==> config.mk <==
export PLATFORM = sky130hd
export DESIGN_NAME = list_collect_flat
export DESIGN_NICKNAME = d
export VERILOG_FILES = /design/src/rtl/list_collect_pkg.sv /design/src/rtl/list_collect_if.sv /design/src/rtl/list_collect_buffer.sv /design/src/rtl/list_collect.sv /design/src/flat_wrapper.sv
export SDC_FILE = /design/constraint.sdc
export NUM_CORES = 1
export LEC_CHECK = 0
export BUFFER_PORTS_ARGS = -buffer_cell sky130_fd_sc_hd__buf_2
export CAP_MARGIN = 20
export CORE_MARGIN = 5
export CORE_UTILIZATION = 62
export DETAILED_ROUTE_END_ITERATION = 10
export GPL_TIMING_DRIVEN = 0
export PLACE_DENSITY = 0.79
export SYNTH_ARGS = -nofsm -noshare
export SYNTH_HDL_FRONTEND = slang
export SYNTH_SLANG_ARGS = --single-unit
==> constraint.sdc <==
create_clock -name clock -period 6.4 [get_ports clock]
set_clock_uncertainty 0.15 [all_clocks]
set_input_delay 1.28 -clock clock [delete_from_list [all_inputs] [get_ports clock]]
set_output_delay 1.28 -clock clock [all_outputs]
set_load 0.05 [all_outputs]
==> src/rtl/list_collect_pkg.sv <==
// list_collect_pkg: shared FSM state type and default element width
package list_collect_pkg;
   typedef enum logic [2:0] {IDLE, SETTLE, CHECK, REQ, DONE} state_t;
   localparam int DEF_WIDTH = 8;
endpackage

==> src/rtl/list_collect_if.sv <==
// list_collect_if: req/ack/eol/value lazy-list handshake; master is the consumer
interface list_collect_if import list_collect_pkg::*; #(
   parameter int WIDTH = DEF_WIDTH
);
   logic list_ready, list_req, list_ack, list_eol;
   logic [WIDTH-1:0] list_value;
   modport master (output list_ready, list_req, input list_ack, list_eol, list_value);
   modport slave (input list_ready, list_req, output list_ack, list_eol, list_value);
endinterface

==> src/rtl/list_collect_buffer.sv <==
// list_collect_buffer: element store with a registered read port masked to the stored length
module list_collect_buffer import list_collect_pkg::*; #(
   parameter int WIDTH = DEF_WIDTH,
   parameter int DEPTH = 16,
   parameter int ADDR_W = 4,
   parameter int CNT_W = 5
) (
   input  logic              clock,
   input  logic              reset,
   input  logic              we,
   input  logic [ADDR_W-1:0] waddr,
   input  logic [WIDTH-1:0]  wdata,
   input  logic [ADDR_W-1:0] rd_addr,
   input  logic [CNT_W-1:0]  count,
   output logic [WIDTH-1:0]  rd_data
);
   logic [WIDTH-1:0] mem [DEPTH];
   always_ff @(posedge clock)
      if (we) mem[waddr] <= wdata;
   // entries at or beyond count read as zero, so stale contents never leak
   always_ff @(posedge clock)
      rd_data <= reset ? '0 : (CNT_W'(rd_addr) < count ? mem[rd_addr] : '0);
endmodule

==> src/rtl/list_collect.sv <==
// list_collect: lazy-list sink; pulls elements until eol into a buffer,
// tracking length and signed sum, with overflow and ack-timeout aborts
module list_collect import list_collect_pkg::*; #(
   parameter int WIDTH = DEF_WIDTH,
   parameter int DEPTH = 16,
   parameter int TIMEOUT = 15,
   localparam int CNT_W = $clog2(DEPTH + 1),
   localparam int SUM_W = WIDTH + $clog2(DEPTH),
   localparam int ADDR_W = $clog2(DEPTH)
) (
   input  logic              clock,
   input  logic              reset,
   input  logic              start,
   list_collect_if.master    lst,
   input  logic [ADDR_W-1:0] rd_addr,
   output logic [WIDTH-1:0]  rd_data,
   output logic [CNT_W-1:0]  count,
   output logic [SUM_W-1:0]  sum,
   output logic              busy,
   output logic              done,
   output logic              overflow,
   output logic              timeout
);
   localparam int TMR_W = $clog2(TIMEOUT + 1);
   state_t state;
   logic [TMR_W-1:0] tmr;
   logic we;
   assign we = state == REQ && lst.list_ack;
   always_ff @(posedge clock) begin
      if (reset) begin
         state <= IDLE;
         lst.list_ready <= 1'b0;
         lst.list_req <= 1'b0;
         count <= '0;
         sum <= '0;
         tmr <= '0;
         busy <= 1'b0;
         done <= 1'b0;
         overflow <= 1'b0;
         timeout <= 1'b0;
      end else begin
         case (state)
            IDLE, DONE: if (start) begin
               state <= SETTLE;
               lst.list_ready <= 1'b1;
               busy <= 1'b1;
               done <= 1'b0;
               count <= '0;
               sum <= '0;
               overflow <= 1'b0;
               timeout <= 1'b0;
            end
            SETTLE: state <= CHECK;
            // eol wins over a full buffer: an exactly-full list is not an overflow
            CHECK: if (lst.list_eol || count == CNT_W'(DEPTH)) begin
               state <= DONE;
               lst.list_ready <= 1'b0;
               busy <= 1'b0;
               done <= 1'b1;
               overflow <= !lst.list_eol;
            end else begin
               state <= REQ;
               lst.list_req <= 1'b1;
               tmr <= '0;
            end
            REQ: if (lst.list_ack) begin
               state <= CHECK;
               lst.list_req <= 1'b0;
               count <= count + 1'b1;
               sum <= sum + SUM_W'($signed(lst.list_value));
            end else if (tmr == TMR_W'(TIMEOUT - 1)) begin
               state <= DONE;
               lst.list_ready <= 1'b0;
               lst.list_req <= 1'b0;
               busy <= 1'b0;
               done <= 1'b1;
               timeout <= 1'b1;
            end else begin
               tmr <= tmr + 1'b1;
            end
            default: state <= IDLE;
         endcase
      end
   end
   list_collect_buffer #(.WIDTH(WIDTH), .DEPTH(DEPTH), .ADDR_W(ADDR_W), .CNT_W(CNT_W)) u_buf (
      .clock,
      .reset,
      .we,
      .waddr(count[ADDR_W-1:0]),
      .wdata(lst.list_value),
      .rd_addr,
      .count,
      .rd_data
   );
endmodule
==> src/flat_wrapper.sv <==
// flat-port wrapper written by rule: the top's interface ports become plain ports
module list_collect_flat import list_collect_pkg::*;
#(
   parameter int WIDTH = DEF_WIDTH,
   parameter int DEPTH = 16,
   parameter int TIMEOUT = 15,
   localparam int CNT_W = $clog2(DEPTH + 1),
   localparam int SUM_W = WIDTH + $clog2(DEPTH),
   localparam int ADDR_W = $clog2(DEPTH)
)
  (clock, reset, start, rd_addr, rd_data, count, sum, busy, done, overflow, timeout, lst_list_ready, lst_list_req, lst_list_ack, lst_list_eol, lst_list_value);
  list_collect_if #(.WIDTH(WIDTH)) lst_i ();
  input  logic clock;
  input  logic reset;
  input  logic start;
  input  logic [ADDR_W-1:0] rd_addr;
  output logic [WIDTH-1:0] rd_data;
  output logic [CNT_W-1:0] count;
  output logic [SUM_W-1:0] sum;
  output logic busy;
  output logic done;
  output logic overflow;
  output logic timeout;
  output wire logic [$bits(lst_i.list_ready)-1:0] lst_list_ready;
  output wire logic [$bits(lst_i.list_req)-1:0] lst_list_req;
  input wire logic [$bits(lst_i.list_ack)-1:0] lst_list_ack;
  input wire logic [$bits(lst_i.list_eol)-1:0] lst_list_eol;
  input wire logic [$bits(lst_i.list_value)-1:0] lst_list_value;
  assign lst_list_ready = lst_i.list_ready;
  assign lst_list_req = lst_i.list_req;
  assign lst_i.list_ack = lst_list_ack;
  assign lst_i.list_eol = lst_list_eol;
  assign lst_i.list_value = lst_list_value;
  list_collect #(.WIDTH(WIDTH), .DEPTH(DEPTH), .TIMEOUT(TIMEOUT)) u_core (.clock(clock), .reset(reset), .start(start), .lst(lst_i), .rd_addr(rd_addr), .rd_data(rd_data), .count(count), .sum(sum), .busy(busy), .done(done), .overflow(overflow), .timeout(timeout));
endmodule
### Word level (Yosys, flattened, before mapping)

Memories as Yosys holds them, arrays and structs flattened. A register that Yosys moved wholly into a read port is not among the register bits.
Index checks and enable logic that the tools add are counted.

| word-level totals | value |
|---|---|
| memories | 1 |
| output and inout bits | 31 |
| memory bits (writable) | 128 |
| input port bits | 17 |
| flip-flop bits (word level) | 29 |
| word-level logic and storage cells | 79 |

| operators by class | value |
|---|---|
| muxes and demuxes | 33 |
| $lt $le $gt $ge | 1 |
| reductions and logical operators | 17 |
| bitwise operators | 1 |
| eq/ne operators | 14 |
| add/sub/neg operators | 3 |

Memory list:

| memory | words | width | read ports | clocked after Yosys merged registers in | write ports | line | source |
|---|---|---|---|---|---|---|---|
| u_core.u_buf.mem | 16 | 8 | 1 | 1 | 1 | list_collect_buffer.sv:17 | `logic [WIDTH-1:0] mem [DEPTH];` |

Operator list:

| operator | number |
|---|---|
| two-way mux 12 bit | 2 |
| case mux 12 bit (2 select lines) | 1 |
| two-way mux 1 bit | 13 |
| adder 12 bit | 1 |
| two-way mux 3 bit | 4 |
| two-way mux 4 bit | 3 |
| != test 2 bit, second input constant | 6 |
| case mux 3 bit (4 select lines) | 1 |
| two-way mux 5 bit | 2 |
| case mux 5 bit (2 select lines) | 1 |
| AND reduction 3 bit | 3 |
| case mux 4 bit (2 select lines) | 1 |
| AND reduction 4 bit | 2 |
| equality test 3 x 2 -> 1 bit, second input constant | 2 |
| case mux 1 bit (2 select lines) | 3 |
| case mux 1 bit (3 select lines) | 2 |
| nonzero test 2 bit | 3 |
| adder 5 x 1 -> 5 bit, second input constant | 1 |
| equality test 5 bit, second input constant | 1 |
| < comparator 4 x 5 -> 1 bit | 1 |
| AND reduction 5 bit | 1 |
| adder 4 x 1 -> 4 bit, second input constant | 1 |
| equality test 4 bit, second input constant | 1 |
| OR reduction 2 bit | 2 |
| other kinds (11) | 11 |

### Longest topological paths before layout

Gate-level depths: netlist of the first run.

| depth | value |
|---|---|
| word-level depth | 4 |
| mapped depth | 8 |
| gate-level depth less buffers | 8 |

### Cells and area by module

A second synthesis of the first run with hierarchy kept.

| unflattened totals | value |
|---|---|
| cell total of the unflattened synthesis | 477 |
| area, all modules | 7016.7 um^2 |

Modules (own cells, without submodules):

| module | area each (um^2) | seq. area each (um^2) | instances | cells each |
|---|---|---|---|---|
| list_collect_buffer | 5340.1 | 4003.8 | 1 | 285 |
| list_collect | 1676.6 | 580.6 | 1 | 192 |

### Worst setup path before layout of the first run

OpenSTA, ideal clock, no wires.

| path | value |
|---|---|
| path kind | input port to flip-flop |
| from | in lst_list_value[0] |
| to | reg u_core.sum[10] |
| arrival | 2.910 ns |
| path buffers | 0 |
| required time | 6.133 ns |
| cell stages on the path | 8 |
| setup slack | 3.223 ns |
| setup time | 0.117 ns |
| path through | ha_1 -> fa_1 -> a211o_1 -> o211ai_1 -> a21oi_1 -> a41oi_1 -> xnor2_1 -> a22o_1 |

| on the way | value |
|---|---|
| longest elaborated chain between the ends | 3 |

RTL lines:

| item | line | source |
|---|---|---|
| start: declaration | flat_wrapper.sv:28 | `input wire logic [$bits(lst_i.list_value)-1:0] lst_list_value;` |
| adder 12 bit | list_collect.sv:70 | `sum <= sum + SUM_W'($signed(lst.list_value));` |
| two-way mux 12 bit | list_collect.sv:66 | `REQ: if (lst.list_ack) begin` |
| case mux 12 bit (2 select lines) | list_collect.sv:42 | `case (state)` |
| end signal: assignment | list_collect.sv:70 |  |
| end: declaration | list_collect.sv:18 | `output logic [SUM_W-1:0] sum,` |

No other way between the ends. The select of a mux whose other input is x is not followed.
A chain may end at the register's enable or synchronous reset.

### Final worst setup path of the first run

Ends and elaborated chain as after synthesis.

==> flow_metrics.tcl, run 1 <==
set metrics [dict create \
    run_status "finished clean" \
    antenna_found_initial 0 \
    wire_per_inst_um 22.9 \
    crit_required_ns 6.67 \
    synthArstFlopShare_pct 0 \
    tns_ns 0 \
    clk_latency_ns 0.53 \
    power.density_nw_per_um2 294 \
    maxCapViolations 0 \
    final_cells 635 \
    cts.clk_slew.worst_paths_ns 0.06 \
    initial_utilization_pct 63.4 \
    grt_setup_unrepaired "no" \
    hold_violations 0 \
    dp_cells 604 \
    synth.avg_cell_area_sq_um 16.7 \
    htree_levels 4 \
    ys_seq_elements 165 \
    seq_area_sq_um 4580 \
    cts_buffer_depth 2 \
    combPwrFrac_pct 5.9 \
    rows 38 \
    yosys_warnings 0 \
    place_ws_ns 2.70 \
    r2r_start "u_core.state[1]$_SDFFE_PP0P_" \
    synth_top_area_share_pct 55.7 \
    io_pins 48 \
    dieArea_sq_um 13300 \
    path_max_fanout 17 \
    setup_viol 0 \
    cts.sinks 165 \
    synth_edf_count 128 \
    drive_above_1_share_pct 23.0 \
    slew_headroom_pct 38.4 \
    hp-start "u_core.done$_SDFFE_PP0P_" \
    syn_inst 414 \
    multi_input_area_sq_um 2180 \
    final.min_clock_period_ns 3.17 \
    worstPathArrival_ns 3.44 \
    pwr-share-seq_pct 49.8 \
    cts-buffers-inserted 17 \
    die-height_um 116 \
    post-cts-setup-buffer-count 0 \
    overflow 0 \
    cts_resized 0 \
    grt_pass1_wl_um 22100 \
    synth_top_flop_cell "edfxtp_1" \
    p_int_w 0.00184 \
    coreArea_sq_um 10900 \
    p_leak_nw 2.90 \
    worstHoldPathType "reg2reg" \
    drc 0 \
    yosysTopAreaCell "edfxtp_1" \
    fillers 662 \
    syn-num-nets 452 \
    grt.total_usage_pct 23.3 \
    port_buffers 46 \
    ys_seq_area_share_pct 66.4 \
    wirelength_um 14600 \
    hold_ws_ns 0.326 \
    root_buffer "clkbuf_8" \
    syn-cell-area_sq_um 6900 \
    setup_slack_ns 3.23 \
    hold_buffers 0 \
    yosys.cell_types.count 44 \
    clock.fmax_mhz 316 \
    die_x_um 116 \
    hpwlAfterDp_um 9230 \
    ant_nets 0 \
    clkPwrFrac_pct 44.3 \
    crit_start "lst_list_value[0]" \
    tightest_slew_ns 0.921 \
    endpoint_kind "flip-flop" \
    drv_slew 0 \
    tritoncts "built" \
    p_sw_share_pct 21.0 \
    n_antenna_cell 0 \
    synth.area.top_cells "edfxtp_1, dfxtp_1, mux4_2" \
    dr.pass1.iters 5 \
    final_nets 521 \
    syn2layout_area_growth_pct 14.9 \
    vias 3924 \
    place.gp.congestion 0.845 \
    grt_pass1_vias 3950 \
    dr.first_iter.drc_count 326 \
    vias_per_cell 6.18 \
    grt_start_max_net_pins 24 \
    p_sw_w 0.000490 \
    timing_worst_setup_path_type "in2reg" \
    finalCritPeriodShare_pct 49.5 \
    start_kind "input pin" \
    ir_worst_vdd_v 0.000210 \
]
## area by class of cell
type | instances | share of cell area (%)
inverters | 7 | 0.331
plain buffers | 17 | 1.45
repair buffers | 50 | 3.22
multi-input cells | 225 | 27.4
well taps | 140 | 2.21
flip-flops and latches | 165 | 57.8
clock buffers | 18 | 5.27
clock inverters | 13 | 2.30
## routing by layer
metal / part of all wire, % / GRT usage, %
met3: 6.5 / 5.95
met4: 1.7 / 8.45
met5: 0 / 0
met2: 53 / 40.4
met1: 39 / 28.4
## kinds of logic after synthesis
family,share of synthesized area (%)
AND/OR/NAND/NOR,5.95
flip-flops,66.4
multiplexers,13.8
adder cells (fa/ha/maj),3.92
buffers and inverters,2.05
XOR/XNOR,1.52
AO/OA/AOI/OAI,6.31
## registers in the layout (all words and copies together) (netlist names), 3 cells and up
register,count
u_core.tmr,4
u_core.state,3
u_core.u_buf.mem,128
u_core.u_buf.rd_data,8
u_core.count,5
u_core.sum,12
## Yosys cell counts (2+ instances only)
cell type and number:
a22o_1 6, and3_1 3, mux4_1 12, nand2_1 15
nand3_1 2, buf_6 2, clkbuf_1 6, ha_1 20
a41oi_1 2, xor2_1 4, o211ai_1 2, buf_1 2
nor2_1 34, nand4_1 3, a211o_1 3, a31oi_1 3
nand2b_1 3, a21oi_1 18, dfxtp_1 37, o21a_1 2
nand3b_1 2, inv_1 7, o21ai_0 9, a211oi_1 4
a22oi_1 5, mux4_2 28, xnor2_1 8, edfxtp_1 128
nor2b_1 13, buf_2 4, nor3_1 8, a21o_1 7
## power by group through the flow
stage / sequential (W) / combinational (W) / clock, W
6_report: 0.00116 / 0.000137 / 0.00103
5_1_grt: 0.00116 / 0.000147 / 0.00110
2_1_floorplan: 0.00120 / 0.0000743 / 0
3_5_place_dp: 0.00119 / 0.000136 / 0
3_3_place_gp: 0.00118 / 0.000132 / 0
4_1_cts: 0.00116 / 0.000138 / 0.00105
## layout by cell type (no fill, tap or decap), drive strengths merged, types with 4 or more instances in the layout
cell and count:
nor2b 13, a21oi 18, a211oi 4, buf 61, nor3 8, bufinv 4, clkbuf 24, o21ai 9
a22o 6, clkinv 7, a21o 7, nor2 34, mux4 40, nand2 15, ha 20, inv 8
xnor2 8, a22oi 5, edfxtp 128, dfxtp 37, xor2 4
## through the flow
stage          power, W  cell area, sq um  util, %
5_1_grt         0.00240              7930     72.9
4_1_cts         0.00235              7930     72.9
3_5_place_dp    0.00132              7330     67.4
6_report        0.00233              7930     72.9
3_3_place_gp    0.00132              7310     67.1
2_1_floorplan   0.00128              6900        -
## path summary, 6_finish.rpt
path                                 endpoint  slack (ns)  depth (start not counted)
max               u_core.sum[10]$_SDFFE_PP0P_        3.23                          9
min                  u_core.done$_SDFFE_PP0P_        0.33                          2
max reg2reg  u_core.u_buf.mem[0][6]$_DFFE_PP_        3.49                          7
min reg2reg          u_core.done$_SDFFE_PP0P_        0.33                          2
## critical path, stage by stage
cell and delay [ns]:
buf_2 0.23, ha_1 0.30, fa_1 0.44, a211o_1 0.29, o211ai_1 0.14, a21oi_1 0.16, a41oi_1 0.28, xnor2_1 0.10
a22o_1 0.20
Note: power is estimated with default switching activity, not from simulation.
==> run 2: changes to the inputs <==
--- a/config.mk
+++ b/config.mk
@@ -8,10 +8,10 @@
 export BUFFER_PORTS_ARGS = -buffer_cell sky130_fd_sc_hd__buf_2
 export CAP_MARGIN = 20
 export CORE_MARGIN = 5
-export CORE_UTILIZATION = 62
+export CORE_UTILIZATION = 60
 export DETAILED_ROUTE_END_ITERATION = 10
 export GPL_TIMING_DRIVEN = 0
-export PLACE_DENSITY = 0.79
+export PLACE_DENSITY = 0.76
 export SYNTH_ARGS = -nofsm -noshare
 export SYNTH_HDL_FRONTEND = slang
 export SYNTH_SLANG_ARGS = --single-unit
==> constraint.sdc (replaced) <==
create_clock -name clock -period 2.95 [get_ports clock]
set_clock_uncertainty 0.15 [all_clocks]
set_input_delay 0.59 -clock clock [delete_from_list [all_inputs] [get_ports clock]]
set_output_delay 0.59 -clock clock [all_outputs]
set_load 0.05 [all_outputs]
==> run 2 against run 1 <==
  * First-iteration DRC count is 0.61% higher
  * Sequential power is 120% higher
  * Global-route usage is 0.96 points lower
  * Wire length is 2.0% lower
  * Count of clock-buffer cells in the layout is 6 higher
  * Utilization is 2.8 points lower
  * Largest cell class unchanged
  * Largest power group unchanged
==> flow_metrics.tcl, run 2 (synthesis results as in run 1) <==
set metrics [dict create \
    run_status "finished clean" \
    timing_worst_setup_path_type "reg2reg" \
    coreArea_sq_um 11400 \
    final_nets 519 \
    hold_violations 0 \
    cts-buffers-inserted 17 \
    largest_reg_flops 128 \
    power.density_nw_per_um2 645 \
    drv_slew 0 \
    htree_levels 4 \
    cts_buffer_depth 2 \
    fin_util_pct 70.1 \
    worstPathArrival_ns 2.70 \
    die-height_um 117 \
    hpwlAfterDp_um 9080 \
    dr.pass1.iters 5 \
    ant_nets 0 \
    wire_per_inst_um 22.4 \
    crit_required_ns 2.84 \
    maxCapViolations 0 \
    slew_headroom_pct 33.4 \
    post-cts-setup-buffer-count 0 \
    finalCritPeriodShare_pct 95.4 \
    dieArea_sq_um 13700 \
    drive_above_1_share_pct 23.7 \
    die_x_um 117 \
    grt.total_usage_pct 22.3 \
    port_buffers 46 \
    endpoint_kind "flip-flop" \
    initial_utilization_pct 60.7 \
    grt_pass1_wl_um 21700 \
    vias_per_cell 6.11 \
    final_area_sq_um 7970 \
    dr.first_iter.drc_count 328 \
    detailed_place.area_sq_um 7340 \
    root_buffer "clkbuf_16" \
    start_kind "flip-flop" \
    layout_commonest_cell "edfxtp_1" \
    clk_latency_ns 0.42 \
    p_leak_nw 2.92 \
    cts.sinks 165 \
    io_pins 48 \
    grt_setup_unrepaired "no" \
    overflow 0 \
    path_max_fanout 10 \
    clock.fmax_mhz 355 \
    tightest_slew_ns 0.997 \
    drc 0 \
    rows 39 \
    grt_start_max_net_pins 24 \
    antenna_found_initial 0 \
    setup_viol 0 \
    vias 3893 \
    cts.clk_slew.worst_paths_ns 0.06 \
    final.min_clock_period_ns 2.81 \
    ir_worst_vdd_v 0.000446 \
    finalPower_w 0.00514 \
    layout_common_cells "edfxtp_1, buf_2, dfxtp_1, nor2_1, mux4_2" \
    tritoncts "built" \
    reg_top3 "u_core.u_buf.mem (128), u_core.sum (12), u_core.u_buf.rd_data (8)" \
    worstHoldPathType "in2reg" \
    wirelength_um 14300 \
    regMostFlops "u_core.u_buf.mem" \
    n_antenna_cell 0 \
    place.gp.congestion 0.900 \
    grt_pass1_vias 3923 \
    fillers 722 \
    syn2layout_area_growth_pct 15.5 \
]
[run 2: per-stage QoR]
stage	hold slack [ns]	TNS (ns)	setup WS, ns	instances
2_1_floorplan	0.284	0	0.463	414
3_3_place_gp	0.294	-4.01	-0.241	603
3_5_place_dp	0.303	-0.0291	-0.0291	605
4_1_cts	0.213	0	0.116	637
5_1_grt	0.221	0	0.0660	637
6_report	0.228	0	0.136	637
[run 2: critical path: stages, from the launching register on]
cell     delay, ns
dfxtp_1       0.39
nor2b_1       0.41
and3_1        0.22
buf_2         0.14
buf_2         0.22
nand2_1       0.15
nor2_1        0.74
[run 2: worst paths after layout]
check / from / endpoint / slack (ns) / depth (start not counted)
max: u_core.state[1]$_SDFFE_PP0P_ / u_core.u_buf.mem[4][7]$_DFFE_PP_ / 0.14 / 6
min: lst_list_eol / u_core.overflow$_SDFFE_PP0P_ / 0.23 / 2
max reg2reg: u_core.state[1]$_SDFFE_PP0P_ / u_core.u_buf.mem[4][7]$_DFFE_PP_ / 0.14 / 6
min reg2reg: u_core.done$_SDFFE_PP0P_ / u_core.done$_SDFFE_PP0P_ / 0.31 / 2
[run 2: where the power goes]
group          internal (W)  switching, W  total, W
Clock               0.00147      0.000851   0.00232
Sequential          0.00251    0.00000797   0.00252
Combinational      0.000112      0.000185  0.000297
[run 2: per-layer routing]
layer	global-route usage [%]	part of all wire, %	vias up
met2	36.7	52	129
met1	28.9	41	1966
met4	7.95	1.4	0
met5	0	0	-
met3	5.96	5.5	15
li1	-	-	1783
[run 2: repair_timing]
action	CTS	global route
gates resized for setup	0	1
hold buffers	0	0
setup endpoints to repair	0	8
[run 2: cell type report]
| class | count | area, sq um | area share (%) |
|---|---|---|---|
| multi-input cells | 225 | 2190 | 27.5 |
| well taps | 143 | 179 | 2.24 |
| inverters | 7 | 26.3 | 0.330 |
| repair buffers | 48 | 245 | 3.08 |
| clock buffers | 24 | 514 | 6.45 |
| flip-flops and latches | 165 | 4580 | 57.5 |
| plain buffers | 17 | 115 | 1.44 |
| clock inverters | 8 | 118 | 1.48 |
